--- config.mk ---
export PLATFORM = sky130hd
export DESIGN_NAME = apb_reg_slave_flat
export DESIGN_NICKNAME = d
export VERILOG_FILES = /design/src/rtl/apb_reg_slave_if.sv /design/src/rtl/apb_reg_slave.sv /design/src/flat_wrapper.sv
export SDC_FILE = /design/constraint.sdc
export NUM_CORES = 1
export LEC_CHECK = 0
export ABC_AREA = 1
export BUFFER_PORTS_ARGS = -buffer_cell sky130_fd_sc_hd__buf_2
export CAP_MARGIN = 15
export CORE_AREA = 2 2 228 230
export CTS_CLUSTER_SIZE = 10
export DETAILED_ROUTE_END_ITERATION = 12
export DIE_AREA = 0 0 230 232
export SYNTH_ARGS = -nofsm -noshare
export SYNTH_HDL_FRONTEND = slang
export SYNTH_SLANG_ARGS = --single-unit
--- constraint.sdc ---
create_clock -name Hclk -period 4.9 [get_ports Hclk]
set_clock_uncertainty 0.05 [all_clocks]
set_input_delay 0.49 -clock Hclk [delete_from_list [all_inputs] [get_ports Hclk]]
set_output_delay 0.49 -clock Hclk [all_outputs]
set_load 0.03 [all_outputs]
--- src/rtl/apb_reg_slave_if.sv ---
// APB bus bundle between the bridge (master) and one register responder (slave).
// A transfer is a setup cycle (Psel=1, Penable=0), then access cycles (Psel=1, Penable=1); it completes on the edge where Pready=1.
interface apb_reg_slave_if;
   logic        Psel;
   logic        Penable;
   logic        Pwrite;
   logic [31:0] Paddr;
   logic [31:0] Pwdata;
   logic [31:0] Prdata;
   logic        Pready;
   logic        Pslverr;

   modport master (
      output Psel, Penable, Pwrite, Paddr, Pwdata,
      input  Prdata, Pready, Pslverr
   );

   modport slave (
      input  Psel, Penable, Pwrite, Paddr, Pwdata,
      output Prdata, Pready, Pslverr
   );
endinterface

--- src/rtl/apb_reg_slave.sv ---
// APB register bank: read-only ID at index 0, read/write registers above it,
// programmable wait states and error response; register 1 is exported as ctrl_out.
module apb_reg_slave #(
   parameter int          NUM_REGS    = 16,
   parameter int          WAIT_STATES = 0,
   parameter logic [31:0] ID_VALUE    = 32'hA2B0_0001
) (
   input  logic               Hclk,
   input  logic               Hresetn,
   apb_reg_slave_if.slave     bus,
   output logic [31:0]        ctrl_out,
   output logic               dbg_state
);

   typedef enum logic {
      S_IDLE   = 1'b0,
      S_ACCESS = 1'b1
   } state_t;

   state_t      state, state_nxt;
   logic [2:0]  cnt, cnt_nxt;
   logic [5:0]  addr_q;
   logic        write_q;
   logic [31:0] wdata_q;
   logic        err_q;
   logic [31:0] regs [16];

   logic        latch;
   logic        commit;
   logic        err_setup;
   logic [3:0]  idx_q;
   logic [31:0] rd_val;
   logic        unused_addr;

   assign unused_addr = ^bus.Paddr[31:6];
   assign idx_q       = addr_q[5:2];
   assign dbg_state   = state;
   assign ctrl_out    = regs[1];

   // Error is decided from the setup-phase bus values and held for the whole transfer.
   assign err_setup = (bus.Paddr[1:0] != 2'b00) ||
                      (32'(bus.Paddr[5:2]) >= NUM_REGS) ||
                      (bus.Pwrite && (bus.Paddr[5:2] == 4'd0));

   assign rd_val = (idx_q == 4'd0) ? ID_VALUE : regs[idx_q];

   always_comb begin
      state_nxt   = state;
      cnt_nxt     = cnt;
      latch       = 1'b0;
      commit      = 1'b0;
      bus.Pready  = 1'b0;
      bus.Pslverr = 1'b0;
      bus.Prdata  = 32'd0;
      case (state)
         S_IDLE: begin
            if (bus.Psel && !bus.Penable) begin
               state_nxt = S_ACCESS;
               latch     = 1'b1;
               cnt_nxt   = 3'(WAIT_STATES);
            end
         end
         S_ACCESS: begin
            if (!bus.Psel) begin
               state_nxt = S_IDLE;
               cnt_nxt   = 3'd0;
            end else if (!bus.Penable) begin
               // A fresh setup while in access replaces the pending transfer.
               latch   = 1'b1;
               cnt_nxt = 3'(WAIT_STATES);
            end else if (cnt != 3'd0) begin
               cnt_nxt = cnt - 3'd1;
            end else begin
               bus.Pready  = 1'b1;
               bus.Pslverr = err_q;
               bus.Prdata  = (!write_q && !err_q) ? rd_val : 32'd0;
               commit      = write_q && !err_q;
               state_nxt   = S_IDLE;
            end
         end
         default: state_nxt = S_IDLE;
      endcase
   end

   always_ff @(posedge Hclk) begin
      if (!Hresetn) begin
         state   <= S_IDLE;
         cnt     <= 3'd0;
         addr_q  <= 6'd0;
         write_q <= 1'b0;
         wdata_q <= 32'd0;
         err_q   <= 1'b0;
      end else begin
         state <= state_nxt;
         cnt   <= cnt_nxt;
         if (latch) begin
            addr_q  <= bus.Paddr[5:0];
            write_q <= bus.Pwrite;
            wdata_q <= bus.Pwdata;
            err_q   <= err_setup;
         end
      end
   end

   always_ff @(posedge Hclk) begin
      if (!Hresetn) begin
         for (int i = 0; i < 16; i++) regs[i] <= 32'd0;
      end else begin
         for (int i = 1; i < 16; i++) begin
            if (commit && (idx_q == 4'(i)) && (i < NUM_REGS)) regs[i] <= wdata_q;
         end
      end
   end

endmodule

--- src/flat_wrapper.sv ---
// flat-port wrapper written by rule: the top's interface ports become plain ports
module apb_reg_slave_flat 
#(
   parameter int          NUM_REGS    = 16,
   parameter int          WAIT_STATES = 0,
   parameter logic [31:0] ID_VALUE    = 32'hA2B0_0001
)
  (Hclk, Hresetn, ctrl_out, dbg_state, bus_Psel, bus_Penable, bus_Pwrite, bus_Paddr, bus_Pwdata, bus_Prdata, bus_Pready, bus_Pslverr);
  apb_reg_slave_if bus_i ();
  input  logic Hclk;
  input  logic Hresetn;
  output logic [31:0] ctrl_out;
  output logic dbg_state;
  input wire logic [$bits(bus_i.Psel)-1:0] bus_Psel;
  input wire logic [$bits(bus_i.Penable)-1:0] bus_Penable;
  input wire logic [$bits(bus_i.Pwrite)-1:0] bus_Pwrite;
  input wire logic [$bits(bus_i.Paddr)-1:0] bus_Paddr;
  input wire logic [$bits(bus_i.Pwdata)-1:0] bus_Pwdata;
  output wire logic [$bits(bus_i.Prdata)-1:0] bus_Prdata;
  output wire logic [$bits(bus_i.Pready)-1:0] bus_Pready;
  output wire logic [$bits(bus_i.Pslverr)-1:0] bus_Pslverr;
  assign bus_i.Psel = bus_Psel;
  assign bus_i.Penable = bus_Penable;
  assign bus_i.Pwrite = bus_Pwrite;
  assign bus_i.Paddr = bus_Paddr;
  assign bus_i.Pwdata = bus_Pwdata;
  assign bus_Prdata = bus_i.Prdata;
  assign bus_Pready = bus_i.Pready;
  assign bus_Pslverr = bus_i.Pslverr;
  apb_reg_slave #(.NUM_REGS(NUM_REGS), .WAIT_STATES(WAIT_STATES), .ID_VALUE(ID_VALUE)) u_core (.Hclk(Hclk), .Hresetn(Hresetn), .bus(bus_i), .ctrl_out(ctrl_out), .dbg_state(dbg_state));
endmodule
* Yosys cells after proc, flatten, opt, wreduce, memory -nomap -nowiden
Memory sizes are Yosys's and may differ from the RTL's. A register that Yosys moved wholly into a read port is not among the register bits.
Index checks and enable logic that the tools add are counted.
** Word-level totals
- Logic and storage cells :: 163
- Memory bits (read-only) :: 0
- Memory bits (writable) :: 512
- Bits in registers :: 44
- Input bits :: 69
- Output and inout port bits :: 67
- Memories kept :: 1
- Bits in latches :: 0
** Cells by class
- Div/mod/pow operators :: 0
- $mul :: 0
- Shift-type cells :: 0
- $lt $le $gt $ge :: 0
- Add/subtract/negate cells :: 1
- Multiplexer cells :: 94
- Equal/unequal tests :: 17
- Reduce and logical (&&, ||, !) cells :: 28
- Bitwise logic cells :: 16
** Memories
- u_core.regs :: words 16, width 32, read ports 2, clocked after Yosys merged registers in 1, write ports 16, RTL line apb_reg_slave.sv:26 : logic [31:0] regs [16];
** Operator list (count)
- two-way mux 32 bit :: 21
- two-way mux 1 bit :: 64
- == test 4 bit (second input constant) :: 8
- logical AND 1 bit :: 19
- == test 4 x 3 -> 1 bit (second input constant) :: 4
- bitwise OR 1 bit :: 15
- two-way mux 3 bit :: 4
- == test 4 x 2 -> 1 bit (second input constant) :: 2
- logical NOT 4 bit :: 2
- two-way mux 4 bit :: 2
- one-hot mux 3 bit (2 select lines) :: 1
- == test 4 x 1 -> 1 bit (second input constant) :: 1
- inequality test 4 bit (second input constant) :: 1
- one-hot mux 1 bit (2 select lines) :: 2
- logical NOT 1 bit :: 3
- nonzero test 3 bit :: 1
- subtractor 3 x 1 -> 3 bit (second input constant) :: 1
- inequality test 2 x 1 -> 1 bit (second input constant) :: 1
- AND reduction 2 bit :: 1
- nonzero test 2 bit :: 1
- logical OR 1 bit :: 1
- inverter 1 bit :: 1

* Longest topological paths before layout
Gate-level depths: netlist (run 1).
- Depth in word-level cells :: 11
- Mapped depth :: 12
- Mapped depth without buffers :: 9

* Worst setup path after synthesis (run 1)
OpenSTA, ideal clock, no wires.
- Kind :: register -> register
- Start point :: reg u_core.cnt[0]
- End point :: mem u_core.regs[12][0], enable pin
- Arrival :: 3.819 ns
- Stages on the path, launching flop included :: 10
- Path buffers :: 0
- Data required time :: 4.384 ns
- Period minus slack after synthesis :: 4.335 ns
- Setup slack :: 0.565 ns
- Setup time :: 0.466 ns
- Path through :: dfxtp_1 > inv_1 > ha_1 > ha_1 > inv_1 > nor3_4 > nand3_2 > inv_1 > nand3_1 > o21ai_0
** RTL lines
- start: declaration :: RTL line apb_reg_slave.sv:21 : logic [2:0] cnt, cnt_nxt;
- start signal: assignment :: RTL line apb_reg_slave.sv:95 : cnt <= cnt_nxt;
- end: declaration :: RTL line apb_reg_slave.sv:26

==> results.yml, run 1 <==
clocking:
  cts_root_buffer: "clkbuf_16"
  ctsHoldBuffers: 0
  cts_resized: 0
  cts_max_level: 2
  cts.sinks: 526
  cts_tree: "done"
  insertion_delay_ps: 610
  clk_pin_slew_worst_paths_ps: 60
  post-cts-setup-buffers: 0
  numCtsBuffers: 58
  clk_path_buf_depth: 3
drt:
  vias: 16200
  dr.first_iter.drc_count: 1473
  drc: 0
  routed_wl_um: 59500
  routed_via_density: 5.27
  ant_nets: 0
  routedWlPerCell_um: 19.3
  drt-pass1-iter-count: 6
critical_path:
  crit_chain: "inv_6 -> buf_4 -> nand2_1 -> nand2_1 -> nand2_1 -> nand3_1 -> nand3_1 -> a21oi_1 -> buf_2"
  critPathSlowestCell: "buf_4"
  worst_ep_required_time_ps: 4360
  cp_top_family: "buffers and inverters"
  crit_type: "reg2out"
  slowest_delay_ps: 560
  critPathBufInv: 3
  cp-start-kind: "flip-flop"
  crit_fanout: 88
  arrival_ps: 3220
  path_common_cell: "nand2_1"
  endpoint_kind: "output pin"
synth:
  synth_top_area_share: 0.637
  postSynthAreaPerCell_um2: 9.83
  synth_top_family_by_area: "simple AND/OR/NAND/NOR gates"
  synth_xor_area_frac: 0
  seq_area_frac_synth: 0.678
  synth_fa_ha_area_frac: 0.00111
  synth-simple-area-share: 0.224
  syn_area_um2: 22600
  synthMuxAreaShare: 0
  synth_compound_area_frac: 0.0526
  synth_cells: 2301
  synth_nets: 2372
  ys_top_cells_by_area: "edfxtp_1 64%, nor2_1 11%, nand2_1 7.1%"
  synth_seq_cells: 526
  synth_top_cell_by_area: "edfxtp_1"
  ys_types: 20
  ys_warn_count: 0
cells_and_area:
  drive_above_1_share: 0.0972
  instances_no_fill: 3076
  n_antenna_cell: 0
  num-nets-final: 2441
  area_growth_pct: 12.7
timing:
  hold_slack_ps: 84.3
  finalCritPeriodShare: 0.767
  tns_ps: 0
  setup_viol: 0
  hold_viol: 0
  slew_violations: 0
  tightest_slew_ps: 1080
  relSlewSlack: 0.280
  rsz0062_at_grt: "no"
  fin_crit_ps: 3760
  fmax_ghz: 0.266
die:
  io_pins: 136
  initial_utilization: 0.445
  die-area_um2: 53400
  num_rows: 83
  die_h_um: 232
  core-area_um2: 50900
  die_x_um: 230
placed_design:
  dp_hpwl_um: 35900
  globalplace.congestion: 0.837
  place_inst: 2990
  io_buffers: 109
global_route:
  grt_pass1_wl_um: 90500
  grt_pass1_vias: 15500
  overflow: 0
  grt_usage: 0.222
  antenna_found_initial: 0
  grt_max_degree: 167
min_path:
  hold_class: "in2reg"
power_and_ir_drop:
  power_density_nw_per_um2: 385
  total_power_mw: 9.83
  vdd_ir_drop_max_mv: 0.313
  cellLeakagePower_nw: 9.90
status:
  outcome: "complete, no violations"
job:
  maxCapViolCount: 0
==> worst min-delay path: stages <==
cell and delay, ps:
buf_2 70, o21ai_0 70, nor2_1 70
==> final timing paths <==
path	startpoint	to	slack [ps]	cells past startpoint
worst min-delay path	bus_Pwdata[18]	u_core.wdata_q[18]	80	3
worst min register to register	u_core.cnt[2]	u_core.cnt[2]	410	2
worst max-delay path	flip-flop	bus_Prdata[14]	1140	9
worst max register to register	u_core.cnt[0]	u_core.regs[4][29]	1580	11
==> layer usage <==
| layer | up-vias | GRT usage | part of all wire |
|---|---|---|---|
| met3 | 97 | 0.0344 | 0.071 |
| met5 | - | 0 | 0 |
| met4 | 0 | 0.0766 | 0.030 |
| li1 | 7752 | - | - |
| met1 | 7785 | 0.311 | 0.43 |
| met2 | 583 | 0.355 | 0.47 |
==> registers in the layout (all words and copies together), names as in the netlist, named ones only <==
| name | cells |
|---|---|
| u_core.regs | 480 |
| u_core.wdata_q | 32 |
| u_core.addr_q | 4 |
| u_core.cnt | 3 |
| u_core.dbg_state | 1 |
| u_core.err_q | 1 |
| u_core.write_q | 1 |
==> final cells by class <==
cell class              instances  area [um2]
fillers                      4645       25400
multi-input cells            1523        6360
repair buffers                155         916
clock buffers                  86        1620
well taps                     680         851
inverters                     106         403
flip-flops and latches        526       15300
==> cells in the final DEF, fill, tap and decap left out, drive strengths merged <==
master  Yosys  routed
nand2     428     428
a211oi      1       1
ha          2       2
buf        56     155
dfxtp      46      46
edfxtp    480     480
nor2      670     670
nor4        1       1
o21ai     171     171
nor3        5       5
clkbuf     90      86
a21oi      64      64
o22ai       1       1
inv       106     106
nand3     180     180
==> cell usage after synthesis <==
cell      count
edfxtp_1    480
buf_1        13
nor3_2        2
nor3_1        2
dfxtp_1      46
inv_1       103
o21ai_0     171
inv_2         3
nor2_1      670
a21oi_1      64
nand2_1     428
clkbuf_1     90
buf_2        43
a211oi_1      1
nand3_1     179
nand3_2       1
o22ai_1       1
nor4_1        1
ha_1          2
nor3_4        1
==> logic make-up after synthesis <==
kind of cell,Yosys count
AOI/OAI and AO/OA,237
buffers and inverters,252
and+or+nand+nor,1284
adders and majority gates,2
DFF,526
==> report_power, final <==
| group | leakage [nW] | internal [mW] | switching [mW] |
|---|---|---|---|
| registers | 5.33 | 5.09 | 0.0670 |
| logic | 3.78 | 0.205 | 0.586 |
| clock network | 0.781 | 2.23 | 1.65 |
| total | 9.90 | 7.53 | 2.30 |
==> stage by stage <==
step	instance area, um2	worst slack, ps	utilization
detailed placement	23900	1600	0.469
global placement	23900	1640	0.469
CTS	25500	1130	0.501
floorplan	22600	565	-
finish	25500	1140	0.501
global route	25500	925	0.501
No activity file was read; power rests on OpenSTA's default activity.
==> run 2, diff against run 1 <==
==> constraint.sdc (replaced) <==
create_clock -name Hclk -period 3.1 [get_ports Hclk]
set_clock_uncertainty 0.05 [all_clocks]
set_input_delay 0.31 -clock Hclk [delete_from_list [all_inputs] [get_ports Hclk]]
set_output_delay 0.31 -clock Hclk [all_outputs]
set_load 0.03 [all_outputs]
==> run 2 against run 1 <==
Net effect:
- worst hold slack worse by 45 ps
- combinational power up 72%
- critical path depth stayed put
- global-route usage decreased by 0.13 points
- power increased by 58%
- via count is 1.1% higher
- core utilization rose by 1.5 points
- sequential power grew 58%
- setup slack worse by 1100 ps
- final area is 3.1% higher
- clock power rose by 55%
==> results.yml, run 2 (synthesized netlist as in run 1, its figures left out) <==
global_route:
  overflow: 0
  grt_pass1_vias: 15500
  grt_max_degree: 97
  grt_usage: 0.221
  antenna_found_initial: 0
  grt_pass1_wl_um: 90600
power_and_ir_drop:
  power_density_nw_per_um2: 591
  cellLeakagePower_nw: 10.2
  pwr-share-comb: 0.088
  p_clk_frac: 0.387
  pwr-share-seq: 0.525
  p_int_mw: 11.9
  vdd_ir_drop_max_mv: 0.443
  total_power_mw: 15.5
  power_switching_share: 0.234
  power.switching_mw: 3.63
cells_and_area:
  final_cell_mix: "669 x nor2_1, 480 x edfxtp_1, 428 x nand2_1"
  instances_no_fill: 3130
  drive_above_1_share: 0.104
  num-nets-final: 2494
  reg.largest.list: "u_core.regs: 480 flops, u_core.wdata_q: 32 flops, u_core.addr_q: 4 flops"
  layout_commonest_cell: "nor2_1"
  fillers: 4581
  area_growth_pct: 16.1
  n_antenna_cell: 0
  largest_reg_flops: 480
  fin_area_um2: 26300
  final_util: 0.516
  regMostFlops: "u_core.regs"
drt:
  wl_met3_um: 3560
  dr.first_iter.drc_count: 1370
  routed_wl_um: 60100
  routed-wl-met2_um: 28200
  routed_via_density: 5.24
  vias: 16400
  wl_met1_um: 26800
  drt-pass1-iter-count: 7
  route.top_layer_used: "met4"
  ant_nets: 0
  routedWlPerCell_um: 19.2
  drc: 0
critical_path:
  reg2reg_to: "u_core.regs[15][27]"
  rrSetupSlack_ps: 330
  cp-start-kind: "flip-flop"
  crit_start: "u_core.cnt[0]"
  worst_ep_required_time_ps: 2740
  critPathSlowestCell: "nor3_4"
  crit_type: "reg2out"
  r2r_start: "u_core.cnt[0]"
  endpoint_kind: "output pin"
  r2r_cells: 11
  arrival_ps: 2710
  crit_chain: "inv_1 -> ha_1 -> ha_1 -> inv_1 -> nor3_4 -> nand3_1 -> buf_4 -> a21oi_1 -> buf_2"
  slowest_delay_ps: 330
  crit_fanout: 20
timing:
  setup_viol: 0
  fmax_ghz: 0.326
  rsz0062_at_grt: "yes"
  relSlewSlack: 0.451
  slew_violations: 0
  fin_crit_ps: 3070
  finalCritPeriodShare: 0.989
  tightest_slew_ps: 823
  hold_viol: 0
status:
  outcome: "complete, no violations"
placed_design:
  globalplace.congestion: 0.839
  place_inst: 3001
  placed_cell_area_um2: 24200
  io_buffers: 109
  dp_hpwl_um: 35000
die:
  num_rows: 83
  initial_utilization: 0.445
  die_h_um: 232
  die_x_um: 230
  core-area_um2: 50900
  io_pins: 136
  die-area_um2: 53400
min_path:
  hold_depth: 4
  hold_class: "in2reg"
  hold_start: "bus_Paddr[5]"
  hold_end: "u_core.err_q"
clocking:
  insertion_delay_ps: 600
  cts_root_buffer: "clkbuf_16"
  clk_path_buf_depth: 3
  cts_max_level: 2
  clk_pin_slew_worst_paths_ps: 60
  cts_tree: "done"
  numCtsBuffers: 58
  cts.sinks: 526
job:
  maxCapViolCount: 0
## run 2: power groups by stage
| stage | logic, mW | clock network [mW] | registers, mW |
|---|---|---|---|
| after global placement | 1.27 | 0 | 8.30 |
| after detailed placement | 1.30 | 0 | 8.31 |
| final | 1.36 | 6.02 | 8.16 |
| after CTS | 1.35 | 6.09 | 8.16 |
| after global routing | 1.51 | 6.31 | 8.19 |
| after floorplan | 0.811 | 0 | 8.30 |
## run 2: worst max-delay path, delay by kind of cell (launching register included)
family	cells	cell delay [ps]
AO/OA/AOI/OAI	1	330
adder cells (fa/ha/maj)	2	300
buffers and inverters	4	680
flip-flops	1	290
AND/OR/NAND/NOR	2	480
## run 2: final cells by class
cell class	count	area (um2)	area share
clock buffers	86	1580	0.0600
clock inverters	1	8.76	0.000333
inverters	106	405	0.0154
multi-input cells	1523	6380	0.243
flip-flops and latches	526	15300	0.584
well taps	680	851	0.0324
repair buffers	208	1710	0.0651
## run 2: how the worst max path moves through the flow
| stage | end | slack [ps] |
|---|---|---|
| 2_1_floorplan | u_core.regs[13][0] | -390 |
| 3_3_place_gp | u_core.regs[15][9] | 480 |
| 3_5_place_dp | u_core.regs[14][3] | 440 |
| 4_1_cts | bus_Prdata[15] | 10 |
| 5_1_grt | bus_Prdata[15] | -100 |
| 6_report | bus_Prdata[13] | 30 |
## run 2: per-layer routing
metal  GRT usage  vias to the layer above
li1            -                     7858
met1       0.310                     7951
met2       0.360                      500
met3      0.0290                       93
met4      0.0671                        0
met5           0                        -
## run 2: timing repair
| item | 4_1_cts | 5_1_grt |
|---|---|---|
| gates resized for setup | 4 | 5 |
| pin swaps | 0 | 1 |
| hold buffers | 35 | 0 |
| cloned | 0 | 1 |
| buffers inserted | 2 | 4 |
| endpoints found under the setup margin | 11 | 20 |
| endpoints found under the hold margin | 36 | 0 |
## run 2: metrics by stage
step | setup slack, ps | hold WS (ps) | setup TNS, ps
floorplan | -394 | 386 | -62120
global placement | 482 | 405 | 0
detailed placement | 439 | 422 | 0
CTS | 14.1 | 8.43 | 0
global route | -98.4 | 48.8 | -605
finish | 34.2 | 39.4 | 0
